[config.mk]
export PLATFORM = sky130hd
export DESIGN_NAME = quad_arb
export DESIGN_NICKNAME = d
export VERILOG_FILES = /design/src/rtl/quad_arb.sv
export SDC_FILE = /design/constraint.sdc
export NUM_CORES = 1
export LEC_CHECK = 0
export BUFFER_PORTS_ARGS = -buffer_cell sky130_fd_sc_hd__buf_2
export CORE_MARGIN = 2
export CORE_UTILIZATION = 30
export DETAILED_ROUTE_END_ITERATION = 16
export SLEW_MARGIN = 20
export SYNTH_ARGS = -nofsm -noshare
export SYNTH_HDL_FRONTEND = slang
export SYNTH_SLANG_ARGS = --single-unit
[constraint.sdc]
create_clock -name clk -period 6.2 [get_ports clk]
set_input_delay 1.24 -clock clk [delete_from_list [all_inputs] [get_ports clk]]
set_output_delay 1.24 -clock clk [all_outputs]
set_load 0.1 [all_outputs]
[src/rtl/quad_arb.sv]
// quad_arb: round-robin arbiter/sequencer sharing a 2-cycle sum-of-squares unit among N_REQ requesters.
// Optional build macro QUAD_ARB_PRIO0_EN gives requester 0 strict priority over the round robin.
module quad_arb #(
    parameter int N_REQ      = 4,
    parameter int FIFO_DEPTH = 4,
    parameter int ID_W       = $clog2(N_REQ)
) (
    input  logic                  clk,
    input  logic                  rstn,
    input  logic [N_REQ-1:0]      req_valid,
    output logic [N_REQ-1:0]      req_ready,
    input  logic [N_REQ*14-1:0]   req_a,
    input  logic [N_REQ*14-1:0]   req_b,
    output logic [13:0]           q_a,
    output logic [13:0]           q_b,
    input  logic [28:0]           q_c,
    output logic                  resp_valid,
    input  logic                  resp_ready,
    output logic [28:0]           resp_c,
    output logic [ID_W-1:0]       resp_id
);
    localparam int AW = $clog2(FIFO_DEPTH);
    localparam int CW = AW + 1;

    logic [13:0] w_a [N_REQ];
    logic [13:0] w_b [N_REQ];

    genvar gi;
    generate
        for (gi = 0; gi < N_REQ; gi++) begin : g_unpack
            assign w_a[gi] = req_a[14*gi +: 14];
            assign w_b[gi] = req_b[14*gi +: 14];
        end
    endgenerate

    logic [ID_W-1:0] r_rr_ptr;
    logic [2:0]      r_tag_v;
    logic [ID_W-1:0] r_tag_id [3];
    logic [28:0]     r_mem_c  [FIFO_DEPTH];
    logic [ID_W-1:0] r_mem_id [FIFO_DEPTH];
    logic [AW-1:0]   r_wr_ptr;
    logic [AW-1:0]   r_rd_ptr;
    logic [CW-1:0]   r_count;

    logic            w_found;
    logic [ID_W-1:0] w_win;
    logic [ID_W-1:0] w_idx;
    logic [ID_W-1:0] w_rr_next;
    logic [1:0]      w_inflight;
    logic            w_credit;
    logic            w_accept;
    logic            w_push;
    logic            w_pop;

    always_comb begin
        w_found = 1'b0;
        w_win   = '0;
        w_idx   = '0;
        for (int k = 0; k < N_REQ; k++) begin
            w_idx = ID_W'((int'(r_rr_ptr) + k) % N_REQ);
            if (!w_found && req_valid[w_idx]) begin
                w_found = 1'b1;
                w_win   = w_idx;
            end
        end
`ifdef QUAD_ARB_PRIO0_EN
        if (req_valid[0]) begin
            w_found = 1'b1;
            w_win   = '0;
        end
`endif
    end

    // A pop in the same cycle deliberately does not count as a free slot.
    assign w_inflight = 2'(r_tag_v[0]) + 2'(r_tag_v[1]) + 2'(r_tag_v[2]);
    assign w_credit   = (int'(w_inflight) + int'(r_count)) < FIFO_DEPTH;

    always_comb begin
        req_ready = '0;
        if (rstn && w_found && w_credit)
            req_ready[w_win] = 1'b1;
    end

    assign w_accept  = |(req_valid & req_ready);
    assign w_push    = r_tag_v[2];
    assign w_pop     = resp_valid & resp_ready;
    assign w_rr_next = (w_win == ID_W'(N_REQ-1)) ? '0 : w_win + ID_W'(1);

    always_ff @(posedge clk) begin
        if (!rstn) begin
            q_a      <= '0;
            q_b      <= '0;
            r_tag_v  <= '0;
            r_rr_ptr <= '0;
            r_wr_ptr <= '0;
            r_rd_ptr <= '0;
            r_count  <= '0;
            for (int k = 0; k < 3; k++)
                r_tag_id[k] <= '0;
        end else begin
            q_a         <= w_accept ? w_a[w_win] : '0;
            q_b         <= w_accept ? w_b[w_win] : '0;
            r_tag_v     <= {r_tag_v[1:0], w_accept};
            r_tag_id[0] <= w_win;
            r_tag_id[1] <= r_tag_id[0];
            r_tag_id[2] <= r_tag_id[1];
            if (w_accept) begin
`ifdef QUAD_ARB_PRIO0_EN
                if (w_win != '0)
                    r_rr_ptr <= w_rr_next;
`else
                r_rr_ptr <= w_rr_next;
`endif
            end
            if (w_push)
                r_wr_ptr <= r_wr_ptr + AW'(1);
            if (w_pop)
                r_rd_ptr <= r_rd_ptr + AW'(1);
            if (w_push && !w_pop)
                r_count <= r_count + CW'(1);
            else if (!w_push && w_pop)
                r_count <= r_count - CW'(1);
            if (w_push && !w_pop)
                assert (r_count < CW'(FIFO_DEPTH));
        end
    end

    // tag2 lines up with the datapath result, so both enter the FIFO together.
    always_ff @(posedge clk) begin
        if (w_push) begin
            r_mem_c[r_wr_ptr]  <= q_c;
            r_mem_id[r_wr_ptr] <= r_tag_id[2];
        end
    end

    assign resp_valid = (r_count != '0);
    assign resp_c     = resp_valid ? r_mem_c[r_rd_ptr]  : '0;
    assign resp_id    = resp_valid ? r_mem_id[r_rd_ptr] : '0;

endmodule

==> impl_results.md, run 1 <==
- Clock Skew: about 0.018 ns
- Design Area, Final: 9110 sq um
- Ranking of synthesized cells by area: edfxtp_1 (52%), dfxtp_1 (13%), mux4_2 (9.7%), mux2i_1 (8.2%), and2_1 (4.5%)
- Die Area: 25,100 sq um
- Gate count of the mapped netlist: 422
- CTS Hold Bufs: 0
- Period minus WS final: around 4.2 ns
- Pins Over Slew Limit: 0
- Yosys top cell area share: 52.0%
- Drt drc: 0
- Syn_area_per_cell: 17.0 sq um
- Flop pwr share: 29.5%
- I/O pin count: around 210
- Status: completed
- Total number of yosys warnings: 0
- Multi-input gate area: 2290 sq um
- Nets: 791
- Post-Route WL: 17.5 mm
- CP Launch Type: input pin
- CTS clk-pin slew, worst paths: 0.07 ns
- Synth-to-Final Area Change: 27.3%
- Slew @ Worst Pin: 0.934 ns
- Routed wire per std cell: 18.1 microns
- TritonRoute pass-1 iters: 4
- Max VDD drop: 0.395 mV
- CTS buffer count: 17
- Leakage power: approximately 3.6 nW
- Resized Gates After CTS: 0
- H-Tree Depth: 4
- Fin crit share: 68.2%
- Cell Area, Synth: roughly 7200 sq um
- Setup_tns: 0 ns
- Clk buf depth: 2
- Starting DRT DRC Count: 143
- Power density over cell area: 502 nW/um^2
- Final Hold Vio Count: 0
- CTS Root Cell: clkbuf_16
- Gr ovfl total: 0
- Fmax: 237 MHz
- Seq/Total Area, Yosys: 65.4%
- Post-Syn Nets: 582
- Net Switching: 2.19 mW
- Setup violations, final: 0
- Int Power: 2.38 mW
- TritonCTS clock tree: built
- Setup crit end kind: output pin
- Post-route ant nets: 0
- Commonest non-fill, non-tap cell in the layout: buf_2
- HP Class: reg2reg
- FF+latch area: 4690 sq um
- Die Wd: 159 microns
- Final-layout fill cell count: ~2,200
- Switching Fraction: 48.0%
- Post-CTS Setup Inserts: 0
- Crit Path Category: in2out
- Most frequent cells in the layout: buf_2 (211), edfxtp_1 (124), mux2i_1 (59)
- Combinational Power Share: 46.3%
- Via density per instance: 4.56
- Gr usage total: 14.4%
- Largest net degree at the start of global routing: 58
- Number of global-route vias before repair: 4,860
- Worst path arrival time: ~3 ns
- DP Area: 8490 sq um
- Final GP Congestion: around 0.87
- CTS Sinks: 172
- First-pass GRT wire length: 26.4 mm
- Initial Util: 30.5%
- Routed vias: 4,400
- Max-slew headroom: 37.7%
- Max FO, Critical Path: 6
- PortBufs: 211
- Dpl hpwl: 12.0 mm
- RSZ-0062 raised after global routing: false
- Skew-Pair Late Insertion Delay: 0.42 ns
- Post-synth top area cell: edfxtp_1
- Layout cell share with drive strength beyond 1: 46.4%
- Worst path required time: 4.96 ns
- Clock Power Share: approximately a quarter
- Post-synthesis cell type count: 37
- Antenna violations before repair: 5
- Flops & latches, synth: 172
- Max_cap viols: 0
- Core box area: 23,500 sq um
- Die Y: between 150 and 200 microns
- Row count: 56
-- power groups by stage --
stage / Sequential (mW) / Combinational, mW / Clock [mW]
finish: 1.35 / 2.12 / 1.11
global route: 1.36 / 2.23 / 1.19
CTS: 1.35 / 2.15 / 1.14
detailed placement: 1.37 / 2.15 / 0
global placement: 1.37 / 2.13 / 0
floorplan: 1.61 / 1.57 / 0
-- cell usage after synthesis --
cell        n
or3_1       2
buf_1       1
a21o_1      1
buf_4       2
o21ai_0     1
a211oi_2    1
o22a_1      1
buf_6       3
clkbuf_1    7
nand2_4     2
a21oi_1     2
a21boi_4    1
o22ai_1    19
mux2i_1    59
or4_1       1
o22ai_2    10
ha_1       10
dfxtp_1    48
nand2b_1    2
nor2b_1     4
nand3b_1    1
xnor2_1     3
inv_1      11
a21boi_0    1
a22oi_1     2
o211a_1     1
fa_1        2
nor2_1      2
edfxtp_1  124
buf_2       8
nand3_1     1
xor2_1      2
and2_1     52
nand2_1     1
buf_12      2
and4_4      1
mux4_2     31
-- logic make-up (layout without fill, tap and decap cells) --
kind of cell	count (synthesis)	count (layout)	share of synthesized area [%]
AO/OA/AOI/OAI	40	40	4.73
buffers and inverters	34	256	2.80
flip-flops	172	172	65.4
AND/OR/NAND/NOR	69	69	6.15
adder cells (fa/ha/maj)	12	12	2.31
XOR/XNOR	5	5	0.612
multiplexers	90	90	18.0
other	0	2	0
-- cell type report --
cell class	instances	share of cell area, %
flip-flops and latches	172	51.4
multi-input cells	216	25.2
repair buffers	213	11.8
clock buffers	17	4.67
well taps	319	4.38
clock inverters	15	2.11
inverters	11	0.453
diodes	2	0.0549
-- worst max-delay path, cell delays in order --
cell and delay (ns):
buf_2 0.14, nand2b_1 0.12, a21oi_1 0.08, a211oi_2 0.47
inv_1 0.23, ha_1 0.28, and2_1 0.15, buf_2 0.29
-- path summary, 6_finish.rpt --
check	startpoint	slack, ns	to	cells after the start
worst max-delay path	req_valid[1]	1.97	req_ready[2]	8
worst min-delay path	r_tag_id[0][3]	0.43	r_tag_id[0][5]	1
worst max register to register	r_count[0]	3.36	r_count[2]	8
worst min register to register	r_tag_id[0][3]	0.43	r_tag_id[0][5]	1
-- sequential cells by signal, summed over array words and instances (netlist names), named ones only --
register  cells
r_wr_ptr      2
r_count       3
r_rd_ptr      2
r_mem_c     116
q_a          14
q_b          14
r_tag_v       3
r_mem_id      8
r_tag_id      6
r_rr_ptr      2
-- through the flow --
step,hold slack [ns],setup WS (ns),util [%],std cells,power [mW]
finish,0.430,1.97,38.8,965,4.57
global route,0.450,1.91,38.8,965,4.78
CTS,0.432,2.04,38.8,963,4.64
detailed placement,0.423,2.04,36.2,931,3.52
global placement,0.420,2.21,36.2,931,3.50
floorplan,0.412,1.92,-,422,3.18
-- layer usage --
metal / vias to the layer above / GRT usage [%] / part of all wire, %
li1: 2045 / - / -
met1: 2141 / 15.3 / 38
met2: 190 / 26.5 / 53
met3: 24 / 4.19 / 6.1
met4: 0 / 6.01 / 2.2
met5: - / 0 / 0
No activity file was read; power rests on OpenSTA's default activity.
==> inputs of run 2 (changes only) <==
- clock period: 6.2 -> 3.64 ns (I/O delays scaled with it)
==> run 2 against run 1 <==
Compared with the run above:
- clock skew shrank 0.0095 ns
- final area grew 0.30%
- sequential cell count is the same
- wire length shrank 1.9%
- clock-buffer cell count grew 1
- critical path depth is the same
- register-to-register slack lost 2.4 ns
- clock power grew 61%
- combinational power grew 72%
- sequential share of layout area shrank 0.15 points
- largest power group unchanged
==> impl_results.md, run 2 (synthesis results as in run 1) <==
- Nets: 792 (+0.13%)
- Fmax: 319 MHz
- Post-Route WL: 17.2 mm (-1.9%)
- Routed vias: 4,420 (+0.45%)
- Max VDD drop: 0.673 mV (+70%)
- Max FO, Critical Path: 5 (-1)
- Commonest non-fill, non-tap cell in the layout: buf_2
- HP Class: reg2reg
- Fin util: 38.9% (+0.12 points)
- CTS buffer count: 17 (unchanged)
- H-Tree Depth: 4 (unchanged)
- Status: completed
- Clock Skew: 0.00879 ns (-0.00952 ns)
- Top delay family on crit path: adder cells
- Final GP Congestion: 0.884 (+1.4%)
- TritonCTS clock tree: built
- Leakage power: 3.56 nW (about the same)
- CP Cell Sequence: inv_1, fa_1, inv_1, ha_1, nand3b_1, and4_4, and2_1, buf_2
- Cell mode on critical path: inv_1
- Antenna violations before repair: 3 (-2)
- Core box area: 23,500 sq um (unchanged)
- Post-CTS Setup Inserts: 0 (unchanged)
- Skew-Pair Late Insertion Delay: 0.43 ns (about the same)
- RSZ-0062 raised after global routing: false
- Worst path required time: 2.91 ns (-2.05 ns)
- Resized Gates After CTS: 0 (unchanged)
- First-pass GRT wire length: 25.5 mm (-3.3%)
- Largest register by flop count: r_mem_c
- CTS Sinks: 172 (unchanged)
- Pins Over Slew Limit: 0 (unchanged)
- Die Y: 159 microns (unchanged)
- PortBufs: 211 (unchanged)
- Power density over cell area: 847 nW/um^2 (+69%)
- Setup crit end kind: output pin
- Final Hold Vio Count: 0 (unchanged)
- Largest net degree at the start of global routing: 58 (unchanged)
- Slowest cell delay on critical path: 0.42 ns (-0.05 ns)
- Max_cap viols: 0 (unchanged)
- Period minus WS final: 3.13 ns
- Via density per instance: 4.57 (+0.25%)
- Die Area: 25,100 sq um (unchanged)
- Most frequent cells in the layout: buf_2 (209), edfxtp_1 (124), mux2i_1 (59)
- CTS clk-pin slew, worst paths: 0.07 ns (about the same)
- Post-route ant nets: 0 (unchanged)
- Setup_tns: 0 ns (unchanged)
- Dpl hpwl: 11.8 mm (-0.91%)
- Clk buf depth: 2 (unchanged)
- Slowest cell on crit path: buf_2
- Worst path buffer plus inverter count: 3 (unchanged)
- Slew @ Worst Pin: 0.933 ns (-0.000553 ns)
- Crit Path Category: reg2out
- Layout cell share with drive strength beyond 1: 46.2% (-0.23 points)
- Initial Util: 30.5% (unchanged)
- Die Wd: 159 microns (unchanged)
- Drt drc: 0 (unchanged)
- Setup violations, final: 0 (unchanged)
- Gr ovfl total: 0 (unchanged)
- Top Registers: r_mem_c (116), q_a (14), q_b (14)
- Gr usage total: 13.8% (-0.59 points)
- Row count: 56 (unchanged)
- TritonRoute pass-1 iters: 6 (+2)
- CP Launch Type: flop
- Worst path arrival time: 2.40 ns (-0.59 ns)
- Synth-to-Final Area Change: 27.6%
- Starting DRT DRC Count: 150 (+4.9%)
- Fin crit share: 86.0%
- CTS Hold Bufs: 0 (unchanged)
- Max-slew headroom: 37.8% (about the same)
- Max FFs per register: 116 (unchanged)
- CTS Root Cell: clkbuf_16
- Routed wire per std cell: 17.8 microns (-2.1%)
- Number of global-route vias before repair: 4,715 (-3.0%)
- I/O pin count: 212 (unchanged)
==> run 2: cell count changes in the layout (fill, tap and decap cells not counted), moves of 2 or more <==
| cell | previous run | this run |
|---|---|---|
| clkinv_8 | 2 | 5 |
| inv_6 | 4 | 6 |
| clkinv_4 | 3 | 1 |
| buf_2 | 211 | 209 |
| buf_12 | 0 | 3 |
| bufinv_16 | 2 | 0 |
==> run 2: path summary, 6_finish.rpt <==
check / depth (start not counted) / slack [ns] / to / start
min reg2reg: 1 / 0.44 / r_tag_id[0][3] / r_tag_id[0][1]
max: 8 / 0.51 / req_ready[0] / r_count[0]
min: 1 / 0.44 / r_tag_id[0][3] / r_tag_id[0][1]
max reg2reg: 8 / 0.94 / r_count[2] / r_count[0]
==> run 2: layer usage <==
metal  routed length (microns)  part of all wire [%]  track usage (%)  vias up
met1                      6620                    39             14.4     2180
met5                         0                     0                0        -
met2                      9090                    53             25.7      185
met4                       340                   2.0             5.06        0
li1                          -                     -                -     2042
met3                      1120                   6.5             4.57       13
==> run 2: layout make-up <==
cell class              instances  area, sq um
fillers                      2208        14300
flip-flops and latches        172         4690
multi-input cells             216         2290
repair buffers                214         1120
clock buffers                  18          429
well taps                     319          399
clock inverters                14          165
inverters                      11         41.3
diodes                          3         7.51
==> run 2: stage by stage <==
stage	instance area [sq um]	hold WS, ns	std cells	total power, mW	setup slack, ns
final	9140	0.439	967	7.74	0.508
after global routing	9140	0.466	966	8.06	0.361
after CTS	9130	0.436	964	7.83	0.468
after detailed placement	8540	0.421	932	6.03	0.565
after global placement	8540	0.422	932	6.00	0.651
after floorplan	7160	0.412	422	5.41	0.368
==> run 2: power breakdown <==
group | internal (mW) | switching, mW
clock network | 0.927 | 0.866
logic | 0.816 | 2.83
registers | 2.22 | 0.0809
==> run 2: worst reg2reg max path: cells and delay by family (launching register included) <==
kind,cells,cell delay [ns]
buffers and inverters,1,0.07
adders and majority gates,2,0.60
AOI/OAI and AO/OA,1,0.19
and+or+nand+nor,3,1.20
xor gates and xnor gates,1,0.18
DFF,1,0.35
